===== config.mk =====
export PLATFORM = sky130hd
export DESIGN_NAME = mixer_n_flat
export DESIGN_NICKNAME = d
export VERILOG_FILES = /design/src/rtl/mixer_n_if.sv /design/src/rtl/mixer_n.sv /design/src/flat_wrapper.sv
export SDC_FILE = /design/constraint.sdc
export NUM_CORES = 1
export LEC_CHECK = 0
export BUFFER_PORTS_ARGS = -buffer_cell sky130_fd_sc_hd__buf_2
export CELL_PAD_IN_SITES_DETAIL_PLACEMENT = 1
export CELL_PAD_IN_SITES_GLOBAL_PLACEMENT = 2
export CORE_ASPECT_RATIO = 0.6
export CORE_MARGIN = 2
export CORE_UTILIZATION = 34
export CTS_BUF_LIST = sky130_fd_sc_hd__clkbuf_2 sky130_fd_sc_hd__clkbuf_4 sky130_fd_sc_hd__clkbuf_8
export DETAILED_ROUTE_END_ITERATION = 8
export PLACE_DENSITY_LB_ADDON = 0.1
export SYNTH_ARGS = -nofsm -noshare
export SYNTH_HDL_FRONTEND = slang
export SYNTH_SLANG_ARGS = --single-unit
export TNS_END_PERCENT = 100

===== constraint.sdc =====
create_clock -name clk -period 8.26 [get_ports clk]
set_input_delay 0 -clock clk [delete_from_list [all_inputs] [get_ports clk]]
set_output_delay 0 -clock clk [all_outputs]
set_load 0.05 [all_outputs]

===== src/rtl/mixer_n_if.sv =====
// Sample/control bundle between the voice bank, the mixer and the codec path.
// The master drives samples and frame controls; the slave returns the mixed result.
interface mixer_n_if #(
  parameter int IN_W    = 23,
  parameter int OUT_W   = 24,
  parameter int SHIFT_W = 3
);
  logic                      clk_en;
  logic                      i_valid;
  logic                      i_sof;
  logic signed [IN_W-1:0]    i_data;
  logic        [SHIFT_W-1:0] i_shift;
  logic                      i_mode;
  logic signed [OUT_W-1:0]   o_mixed;
  logic                      o_rdy;
  logic                      o_clip;
  logic                      o_err;

  modport master (
    output clk_en, i_valid, i_sof, i_data, i_shift, i_mode,
    input  o_mixed, o_rdy, o_clip, o_err
  );

  modport slave (
    input  clk_en, i_valid, i_sof, i_data, i_shift, i_mode,
    output o_mixed, o_rdy, o_clip, o_err
  );
endinterface


===== src/rtl/mixer_n.sv =====
// N-voice frame mixer: exact accumulation, per-frame attenuation, then one
// saturation step to OUT_W with optional carry-over of the clipped residue.
module mixer_n #(
  parameter int N_VOICES = 10,
  parameter int IN_W     = 23,
  parameter int OUT_W    = 24,
  parameter int SHIFT_W  = 3,
  parameter int ACC_W    = IN_W + $clog2(N_VOICES) + 2
) (
  input logic      clk,
  input logic      rst_n,
  mixer_n_if.slave bus
);

  localparam int CNT_W = $clog2(N_VOICES);
  localparam logic [CNT_W-1:0] LAST = CNT_W'(N_VOICES - 1);

  localparam logic signed [ACC_W:0]   ACC_MAX_X = {2'b00, {(ACC_W-1){1'b1}}};
  localparam logic signed [ACC_W:0]   ACC_MIN_X = {2'b11, {(ACC_W-1){1'b0}}};
  localparam logic signed [ACC_W-1:0] OUT_MAX_A = {{(ACC_W-OUT_W+1){1'b0}}, {(OUT_W-1){1'b1}}};
  localparam logic signed [ACC_W-1:0] OUT_MIN_A = {{(ACC_W-OUT_W+1){1'b1}}, {(OUT_W-1){1'b0}}};

  if (N_VOICES < 2)    $error("mixer_n: N_VOICES must be at least 2");
  if (OUT_W < IN_W)    $error("mixer_n: OUT_W must be at least IN_W");
  if (ACC_W < OUT_W)   $error("mixer_n: ACC_W must be at least OUT_W");

  function automatic logic signed [ACC_W-1:0] sat_acc(input logic signed [ACC_W:0] v);
    if (v > ACC_MAX_X)      return ACC_MAX_X[ACC_W-1:0];
    else if (v < ACC_MIN_X) return ACC_MIN_X[ACC_W-1:0];
    else                    return v[ACC_W-1:0];
  endfunction

  function automatic logic signed [OUT_W-1:0] sat_out(input logic signed [ACC_W-1:0] v);
    if (v > OUT_MAX_A)      return OUT_MAX_A[OUT_W-1:0];
    else if (v < OUT_MIN_A) return OUT_MIN_A[OUT_W-1:0];
    else                    return v[OUT_W-1:0];
  endfunction

  logic signed [ACC_W-1:0] acc_q, acc_d, carry_q, carry_d;
  logic        [CNT_W-1:0] count_q, count_d;
  logic signed [OUT_W-1:0] mixed_q, mixed_d;
  logic                    clip_q, clip_d, rdy_q, rdy_d, err_q, err_d;

  logic                    accept;
  logic signed [ACC_W-1:0] sample_x, sum, att, total, mixed_x;
  logic signed [OUT_W-1:0] mixed_sat;

  assign accept   = bus.clk_en & bus.i_valid;
  assign sample_x = ACC_W'(bus.i_data);

  // Frame-end datapath; only consumed on the closing sample of a frame.
  always_comb begin
    sum       = acc_q + sample_x;
    att       = sum >>> bus.i_shift;
    total     = sat_acc({att[ACC_W-1], att} +
                        (bus.i_mode ? {carry_q[ACC_W-1], carry_q} : '0));
    mixed_sat = sat_out(total);
    mixed_x   = ACC_W'(mixed_sat);
  end

  // NOTE: every next-state variable gets a default first so no path leaves it
  // unassigned; otherwise always_comb would infer a latch.
  always_comb begin
    acc_d   = acc_q;
    count_d = count_q;
    carry_d = carry_q;
    mixed_d = mixed_q;
    clip_d  = clip_q;
    rdy_d   = 1'b0;
    err_d   = 1'b0;
    if (accept) begin
      if (count_q == '0) begin
        acc_d   = sample_x;
        count_d = CNT_W'(1);
      end else if (bus.i_sof) begin
        acc_d   = sample_x;
        count_d = CNT_W'(1);
        err_d   = 1'b1;
      end else if (count_q == LAST) begin
        mixed_d = mixed_sat;
        clip_d  = (total != mixed_x);
        carry_d = bus.i_mode ? sat_acc({total[ACC_W-1], total} - {mixed_x[ACC_W-1], mixed_x})
                             : '0;
        acc_d   = '0;
        count_d = '0;
        rdy_d   = 1'b1;
      end else begin
        acc_d   = sum;
        count_d = count_q + CNT_W'(1);
      end
    end
  end

  // NOTE: state registers use non-blocking assignments so every flop samples
  // the values from before this edge, independent of statement order.
  always_ff @(posedge clk) begin
    if (!rst_n) begin
      acc_q   <= '0;
      carry_q <= '0;
      count_q <= '0;
      mixed_q <= '0;
      clip_q  <= 1'b0;
      rdy_q   <= 1'b0;
      err_q   <= 1'b0;
    end else begin
      acc_q   <= acc_d;
      carry_q <= carry_d;
      count_q <= count_d;
      mixed_q <= mixed_d;
      clip_q  <= clip_d;
      rdy_q   <= rdy_d;
      err_q   <= err_d;
    end
  end

  assign bus.o_mixed = mixed_q;
  assign bus.o_clip  = clip_q;
  assign bus.o_rdy   = rdy_q;
  assign bus.o_err   = err_q;

endmodule


===== src/flat_wrapper.sv =====
// flat-port wrapper written by rule: the top's interface ports become plain ports
module mixer_n_flat 
#(
  parameter int N_VOICES = 10,
  parameter int IN_W     = 23,
  parameter int OUT_W    = 24,
  parameter int SHIFT_W  = 3,
  parameter int ACC_W    = IN_W + $clog2(N_VOICES) + 2
)
  (clk, rst_n, bus_clk_en, bus_i_valid, bus_i_sof, bus_i_data, bus_i_shift, bus_i_mode, bus_o_mixed, bus_o_rdy, bus_o_clip, bus_o_err);
  mixer_n_if #(.IN_W(IN_W), .OUT_W(OUT_W), .SHIFT_W(SHIFT_W)) bus_i ();
  input logic clk;
  input logic rst_n;
  input wire logic [$bits(bus_i.clk_en)-1:0] bus_clk_en;
  input wire logic [$bits(bus_i.i_valid)-1:0] bus_i_valid;
  input wire logic [$bits(bus_i.i_sof)-1:0] bus_i_sof;
  input wire logic [$bits(bus_i.i_data)-1:0] bus_i_data;
  input wire logic [$bits(bus_i.i_shift)-1:0] bus_i_shift;
  input wire logic [$bits(bus_i.i_mode)-1:0] bus_i_mode;
  output wire logic [$bits(bus_i.o_mixed)-1:0] bus_o_mixed;
  output wire logic [$bits(bus_i.o_rdy)-1:0] bus_o_rdy;
  output wire logic [$bits(bus_i.o_clip)-1:0] bus_o_clip;
  output wire logic [$bits(bus_i.o_err)-1:0] bus_o_err;
  assign bus_i.clk_en = bus_clk_en;
  assign bus_i.i_valid = bus_i_valid;
  assign bus_i.i_sof = bus_i_sof;
  assign bus_i.i_data = bus_i_data;
  assign bus_i.i_shift = bus_i_shift;
  assign bus_i.i_mode = bus_i_mode;
  assign bus_o_mixed = bus_i.o_mixed;
  assign bus_o_rdy = bus_i.o_rdy;
  assign bus_o_clip = bus_i.o_clip;
  assign bus_o_err = bus_i.o_err;
  mixer_n #(.N_VOICES(N_VOICES), .IN_W(IN_W), .OUT_W(OUT_W), .SHIFT_W(SHIFT_W), .ACC_W(ACC_W)) u_core (.clk(clk), .rst_n(rst_n), .bus(bus_i));
endmodule

==> results by group, run 1 <==
Status
  – Status: complete, but fails checks
  – Failing checks: setup timing

Clock network
  – CTS tree: built
  – CTS sink count: 89
  – Clk_lat worst skew: 0.44 ns
  – Clk root buf: clkbuf_8
  – TritonCTS buffer count: 9
  – CTS max path bufs: 2
  – Worst-path clk slew: 0.10 ns
  – Htree depth: 3

Die
  – Initial core utilization: 0.344
  – Die Y: 138 um
  – Die ar.: 31500 sq um
  – Die X: 228 um
  – Ports: 59
  – Core Area: 29700 sq um
  – Site Rows: 49

Placed design
  – Routability cong.: 0.958
  – Port-buffer cells: 58
  – Post-DP HPWL: 36300 um
  – Placed Cells: 2146

Final layout
  – Finished Layout Cells: 2246
  – Fillcell total: 3598
  – Area grow syn2layout: 54.5%
  – Final core utilization: 0.531
  – Number of nets in the layout: 1960
  – Layout cells sized above 1: 0.404
  – Ant. Diodes: 0

Logic synthesis
  – Number of synthesis warnings: 0
  – #FFs+latches synth: 89
  – Seq/Total Area, Yosys: 0.174
  – Leading register cell type out of synthesis: dfxtp_1
  – Netlist Area Pre-Place: 10200 sq um
  – Netlist cell types: 79
  – EDFF count, synth: 0
  – Avg Inst Size Synth: 7.29 sq um
  – Async set-or-reset flop fraction in the synthesized netlist: 0
  – Synth Net Count: 1529
  – Cells after Synth: 1402

Drt
  – Starting DRT DRC Count: 998
  – 1st-pass router iterations: 5
  – Via-per-instance ratio: 5.65
  – # DRC: 0
  – Drt wl/cell: 22.0 um
  – Vias: 12700
  – Total wire length: 49400 um
  – Final antenna-violating net count: 0

Min path
  – Hold Crit Class: in -> reg

Timing
  – Hold Fails Final Rpt: 0
  – RSZ-0062 raised after global routing: yes
  – Fin. max-slew vios: 0
  – F_max: 116 MHz
  – Worst Skew: 0.0139 ns
  – Min cycle time layout: 8.60 ns
  – Worst setup margin: -0.343 ns
  – Slew headroom: 0.109
  – Tightest Pin Transition: 1.34 ns
  – Setup Viol. Count Final: 29
  – Fin crit share: 1.04

Power
  – Peak VDD IR: 127 uV
  – Pwr dens: 199 nW/um^2
  – Leak pwr: 7.01 nW

Setup path
  – Slowest-stage cell, CP: mux4_2
  – Crit-path max FO: 14
  – Critical Path Source Type: flip-flop
  – Setup crit end kind: flip-flop
  – Worst Path Buf+Inv: 6
  – CP Data Required Time: 8.60 ns
  – CP max stage delay: 0.52 ns
  – Crit path kind: reg -> reg
  – WP data arrival: 8.95 ns
  – Most frequent CP cell: buf_4
  – CP top delay family: compound AO/OA/AOI/OAI gates

GRT
  – First-pass GRT wire length: 73300 um
  – Met1 Use GR: 0.471
  – Initial antenna violation count: 0
  – Vias in the first global route: 12800
  – Met2 GRT Util: 0.401
  – GRT busiest layer: met1
  – GRT Util Overall: 0.295
  – Largest net degree at the start of global routing: 57
  – M3 GR Usage: 0.0580
  – Global route overflow: 0

Run
  – Max-Cap Viols: 0
-- routing by layer --
metal / share of wire / vias up
met1: 0.52 / 6294
met4: 0.0078 / 0
met3: 0.066 / 19
met2: 0.40 / 296
li1: - / 6089
met5: 0 / -
-- kinds of logic after synthesis --
kind of cell    Yosys count  share of synthesized area
compound gates          529                      0.334
xor+xnor                 68                     0.0590
fa+ha+maj                95                      0.119
buf+inv                 130                     0.0540
flops                    89                      0.174
mux                      42                     0.0527
simple gates            449                      0.207
-- flip-flops by register name, summed over array words and instances (netlist names) --
name	cells
u_core.bus.o_mixed	24
u_core.count_q	4
u_core.bus.o_clip	1
u_core.acc_q	29
u_core.bus.o_err	1
u_core.carry_q	29
u_core.bus.o_rdy	1
-- power by group --
part | internal [mW] | switching [mW] | leakage (nW)
logic | 1.09 | 1.23 | 6.18
registers | 0.439 | 0.00651 | 0.724
clock network | 0.175 | 0.207 | 0.103
total | 1.70 | 1.44 | 7.01
-- layout make-up --
class | instances | area [sq um] | share of cell area
inverters | 47 | 178 | 0.0113
clock buffers | 10 | 131 | 0.00832
flip-flops and latches | 89 | 1790 | 0.113
repair buffers | 503 | 3880 | 0.246
multi-input cells | 1183 | 9200 | 0.583
well taps | 408 | 510 | 0.0323
clock inverters | 6 | 91.3 | 0.00579
-- worst paths after layout --
check / start / slack [ns] / depth (start not counted) / to
max: u_core.acc_q[0]$_SDFFE_PN0P_ / -0.34 / 40 / u_core.carry_q[15]$_SDFFE_PN0P_
min: bus_i_data[1] / 0.08 / 4 / u_core.acc_q[1]$_SDFFE_PN0P_
max reg2reg: u_core.acc_q[0]$_SDFFE_PN0P_ / -0.34 / 40 / u_core.carry_q[15]$_SDFFE_PN0P_
min reg2reg: u_core.carry_q[0]$_SDFFE_PN0P_ / 0.46 / 2 / u_core.carry_q[0]$_SDFFE_PN0P_
-- worst min-delay path, stage by stage --
cell	delay, ns
buf_2	0.09
buf_4	0.10
a211oi_1	0.06
a211oi_1	0.21
-- metrics by stage --
stage | hold slack [ns] | TNS, ns | instance area, sq um | setup WS (ns) | power, mW
2_1_floorplan | 0.118 | 0 | 10200 | 0.0285 | 1.42
3_3_place_gp | 0.250 | -24.14 | 13400 | -0.870 | 2.23
3_5_place_dp | 0.252 | -29.72 | 13400 | -1.06 | 2.26
4_1_cts | 0.0527 | 0 | 14700 | 0.000526 | 2.86
5_1_grt | 0.115 | -16.26 | 15800 | -0.613 | 3.32
6_report | 0.0823 | -8.41 | 15800 | -0.343 | 3.15
-- cells in the mapped netlist (all sizes together) (4+ instances only) --
library cell,n,area [sq um]
a21oi,160,808
nand2,141,529
nor2,115,432
o21ai,114,578
ha,92,1150
dfxtp,89,1780
clkbuf,52,195
inv,46,173
xnor2,43,384
nor3,42,210
a31oi,38,244
nand3,37,190
a21o,36,270
and2,36,225
buf,31,180
a211oi,29,223
xor2,25,219
a221oi,24,210
mux2i,23,230
o21a,19,143
o211ai,18,135
a311oi,17,149
o21bai,14,105
nand4,12,75.1
nor2b,12,75.1
and3,11,68.8
mux2,11,128
mux4,8,180
o31ai,8,60.1
or3,7,43.8
and4,6,52.6
nand2b,6,37.5
or2,6,37.5
a211o,5,43.8
nor4,5,31.3
o211a,5,50.1
o22ai,5,31.3
a31o,4,35.0
nand3b,4,30.0
o311ai,4,42.6
o31a,4,35.0
-- what timing repair did --
item / 4_1_cts / 5_1_grt
buffers inserted: 32 / 33
pin swaps: 58 / 92
endpoints found under the setup margin: 29 / 29
gates resized for setup: 125 / 171
endpoints found under the hold margin: 22 / 0
cloned: 2 / 3
hold buffers: 21 / 0
-- layout by cell type, fill, tap and decap left out, types with 9 or more instances in the layout --
master	Yosys	layout
o21a_1	19	17
ha_1	92	71
xnor2_1	42	36
xor2_1	25	22
nand3_2	1	9
a221oi_1	24	22
o21ai_0	104	82
a21oi_1	158	119
a21oi_2	2	33
nand3_1	36	26
ha_4	0	12
o21ai_1	8	12
mux2i_1	23	22
o21ai_2	2	15
a21o_1	36	35
o211ai_1	18	18
a31oi_1	37	27
ha_2	0	9
nor2_2	0	9
a211oi_1	28	22
nand2_1	141	124
nand4_1	12	12
nand2_2	0	11
nor3_1	42	35
a311oi_1	17	15
nor2_1	115	103
clkbuf_8	0	9
o21bai_1	14	13
dfxtp_1	89	86
buf_6	4	10
buf_4	3	401
inv_1	45	42
buf_2	18	58
and2_1	36	36
dlygate4sd3_1	0	21
No activity file was read; power rests on OpenSTA's default activity.
==> run 2, diff against run 1 <==
- CORE_ASPECT_RATIO: 0.6 -> default
- CORE_MARGIN: 2 -> 4
- PLACE_DENSITY: default -> 0.83
- PLACE_DENSITY_LB_ADDON: 0.1 -> default
==> run 2 against run 1 <==
Compared with the run above: the flow still finishes with violations (setup timing); fmax is 2.8% lower; non-clock buffer count down 17; hold slack lost 0.048 ns; combinational power hardly changed; sequential share of layout area grew 0.11 points; register-to-register slack got worse by 0.25 ns; global-route usage down 2.5 points; clock power down 5%; critical path depth increased by 3; first-iteration DRC count up 12%; critical endpoint is now u_core.carry_q[1]$_SDFFE_PN0P_.
==> results by group, run 2 (synthesis results as in run 1) <==
Setup path
  – Crit path kind: reg -> reg (unchanged)
  – Critical Path Source Type: flip-flop (unchanged)
  – Slowest-stage cell, CP: a311o_1 (was mux4_2)
  – RR Endpoint: u_core.carry_q[1]$_SDFFE_PN0P_ (was u_core.carry_q[15]$_SDFFE_PN0P_)
  – CP Data Required Time: 8.55 ns (was 8.60 ns)
  – FF-to-FF path depth: 43 (was 40)
  – Most frequent CP cell: buf_4 (unchanged)
  – Reg2reg start: u_core.acc_q[2]$_SDFFE_PN0P_ (was u_core.acc_q[0]$_SDFFE_PN0P_)
  – Setup crit end kind: flip-flop (unchanged)
  – WP data arrival: 9.14 ns (was 8.95 ns)
  – Crit-path max FO: 7 (was 14)
  – CP max stage delay: 0.41 ns (was 0.52 ns)
  – R2R setup slack: -0.59 ns (was -0.34 ns)

Final layout
  – Layout cells sized above 1: 0.398 (was 0.404)
  – Commonest non-fill, non-tap cell in the layout: buf_4 (unchanged)
  – Final Cell Area: 15600 sq um (was 15800 sq um)
  – Area grow syn2layout: 53.0% (was 54.5%)
  – Most frequent cells in the layout: 381 x buf_4, 122 x a21oi_1, 120 x nand2_1 (was 401 x buf_4, 124 x nand2_1, 119 x a21oi_1)
  – Number of nets in the layout: 1943 (was 1960)
  – Final core utilization: 0.527 (was 0.531)

Placed design
  – Routability cong.: 0.939 (was 0.958)
  – Port-buffer cells: 58 (unchanged)
  – Post-DP Area: 13300 sq um (was 13400 sq um)
  – Post-DP HPWL: 33500 um (was 36300 um)

Timing
  – Hold Fails Final Rpt: 0 (unchanged)
  – RSZ-0062 raised after global routing: yes (unchanged)
  – Tightest Pin Transition: 1.11 ns (was 1.34 ns)
  – Fin Setup TNS: -14.90 ns (was -8.41 ns)
  – Min cycle time layout: 8.85 ns (was 8.60 ns)
  – Worst setup margin: -0.594 ns (was -0.343 ns)
  – Setup Viol. Count Final: 29 (unchanged)
  – Slew headroom: 0.257 (was 0.109)
  – Worst Hold Margin: 0.0346 ns (was 0.0823 ns)
  – Fin. max-slew vios: 0 (unchanged)
  – Worst Skew: 0.0282 ns (was 0.0139 ns)
  – F_max: 113 MHz (was 116 MHz)
  – Fin crit share: 1.07 (was 1.04)

GRT
  – Initial antenna violation count: 1 (was 0)
  – First-pass GRT wire length: 72700 um (was 73300 um)
  – Global route overflow: 0 (unchanged)
  – GRT Util Overall: 0.270 (was 0.295)
  – Vias in the first global route: 13600 (was 12800)
  – Largest net degree at the start of global routing: 52 (was 57)

Drt
  – Starting DRT DRC Count: 1117 (was 998)
  – 1st-pass router iterations: 5 (unchanged)
  – Via-per-instance ratio: 6.05 (was 5.65)
  – Metal-1 WL: 20100 um (was 25900 um)
  – Met3 WL: 2460 um (was 3270 um)
  – Metal2 WL: 26100 um (was 19800 um)
  – Vias: 13400 (was 12700)
  – Top layer in use: met4 (unchanged)
  – Total wire length: 51700 um (was 49400 um)
  – Final antenna-violating net count: 0 (unchanged)
  – # DRC: 0 (unchanged)
  – Drt wl/cell: 23.4 um (was 22.0 um)

Die
  – Die ar.: 32900 sq um (was 31500 sq um)
  – Die Y: 181 um (was 138 um)
  – Die X: 181 um (was 228 um)
  – Ports: 59 (unchanged)
  – Site Rows: 63 (was 49)
  – Initial core utilization: 0.345 (was 0.344)
  – Core Area: 29600 sq um (was 29700 sq um)

Status
  – Failing checks: setup timing (unchanged)
  – Status: complete, but fails checks (unchanged)

Power
  – Peak VDD IR: 147 uV (was 127 uV)
  – Pwr dens: 201 nW/um^2 (was 199 nW/um^2)
  – Leak pwr: 6.94 nW (was 7.01 nW)
  – Design Power: 3.14 mW (was 3.15 mW)

Min path
  – Hold Crit Class: in -> reg (unchanged)
  – Hold Path Sink: u_core.acc_q[21]$_SDFFE_PN0P_ (was u_core.acc_q[1]$_SDFFE_PN0P_)
  – Hold_sp: bus_i_data[21] (was bus_i_data[1])
  – Hold depth: 3 (was 4)

Clock network
  – Clk root buf: clkbuf_8 (unchanged)
  – CTS max path bufs: 2 (unchanged)
  – CTS tree: built (unchanged)
  – Clk_lat worst skew: 0.43 ns (was 0.44 ns)
  – Htree depth: 3 (unchanged)
  – TritonCTS buffer count: 9 (unchanged)
  – Worst-path clk slew: 0.12 ns (was 0.10 ns)
  – CTS sink count: 89 (unchanged)

Run
  – Max-Cap Viols: 0 (unchanged)
==> run 2: changes by cell type in the layout (fill, tap and decap cells not counted), moves of 3 or more <==
cell        change
buf_4          -20
mux2i_1         -5
a31oi_4         -4
buf_6           +4
nand2_1         -4
o21ai_0         -4
a21oi_1         +3
buf_16          +3
clkinvlp_4      -3
mux2i_2         +3
nand2_2         +3
nor3_4          -3
==> run 2: layout make-up <==
cell class | instances | area (sq um)
Clock inverter | 7 | 86.3
Clock buffer | 9 | 124
Sequential cell | 89 | 1780
Tap cell | 390 | 488
Fill cell | 3646 | 14000
Multi-Input combinational cell | 1183 | 9180
Inverter | 47 | 176
Timing Repair Buffer | 486 | 3780
Antenna cell | 1 | 2.50
==> run 2: critical path, delay by kind of cell (launching register included) <==
kind	cells	cell delay (ns)
AND/OR/NAND/NOR	5	0.91
multiplexers	2	0.34
buffers and inverters	11	1.87
flip-flops	1	0.33
AO/OA/AOI/OAI	21	4.03
XOR/XNOR	1	0.34
adder cells (fa/ha/maj)	3	0.83
==> run 2: timing repair <==
item                                    in CTS  in global routing
cloned                                       5                  1
endpoints found under the setup margin      30                 29
hold endpoints to repair                    22                  0
setup buffers                               29                 31
hold buffers                                21                  0
pin swaps                                   51                 94
gates resized for setup                    137                168
==> run 2: worst max-delay path by stage <==
stage,end,depth (start not counted),from
3_3_place_gp,u_core.carry_q[27]$_SDFFE_PN0P_,43,u_core.acc_q[0]$_SDFFE_PN0P_
6_report,u_core.carry_q[1]$_SDFFE_PN0P_,43,u_core.acc_q[2]$_SDFFE_PN0P_
2_1_floorplan,u_core.carry_q[2]$_SDFFE_PN0P_,39,u_core.acc_q[0]$_SDFFE_PN0P_
4_1_cts,u_core.carry_q[11]$_SDFFE_PN0P_,42,u_core.acc_q[0]$_SDFFE_PN0P_
5_1_grt,u_core.carry_q[1]$_SDFFE_PN0P_,46,u_core.acc_q[0]$_SDFFE_PN0P_
3_5_place_dp,u_core.carry_q[27]$_SDFFE_PN0P_,43,u_core.acc_q[0]$_SDFFE_PN0P_
==> run 2: per-layer routing <==
| layer | vias up | GRT usage |
|---|---|---|
| met5 | - | 0 |
| met4 | 0 | 0.107 |
| met3 | 212 | 0.0292 |
| met2 | 524 | 0.496 |
| met1 | 6596 | 0.319 |
| li1 | 6040 | - |
==> run 2: stage by stage <==
stage / setup slack [ns] / cells
global placement: -0.678 / 2114
CTS: -0.0669 / 2184
finish: -0.594 / 2212
floorplan: 0.0285 / 1402
global route: -0.775 / 2211
detailed placement: -0.957 / 2114
==> run 2: power breakdown <==
part | internal, mW | switching, mW
Sequential | 0.439 | 0.00677
Combinational | 1.05 | 1.28
Clock | 0.146 | 0.217
Total | 1.64 | 1.50
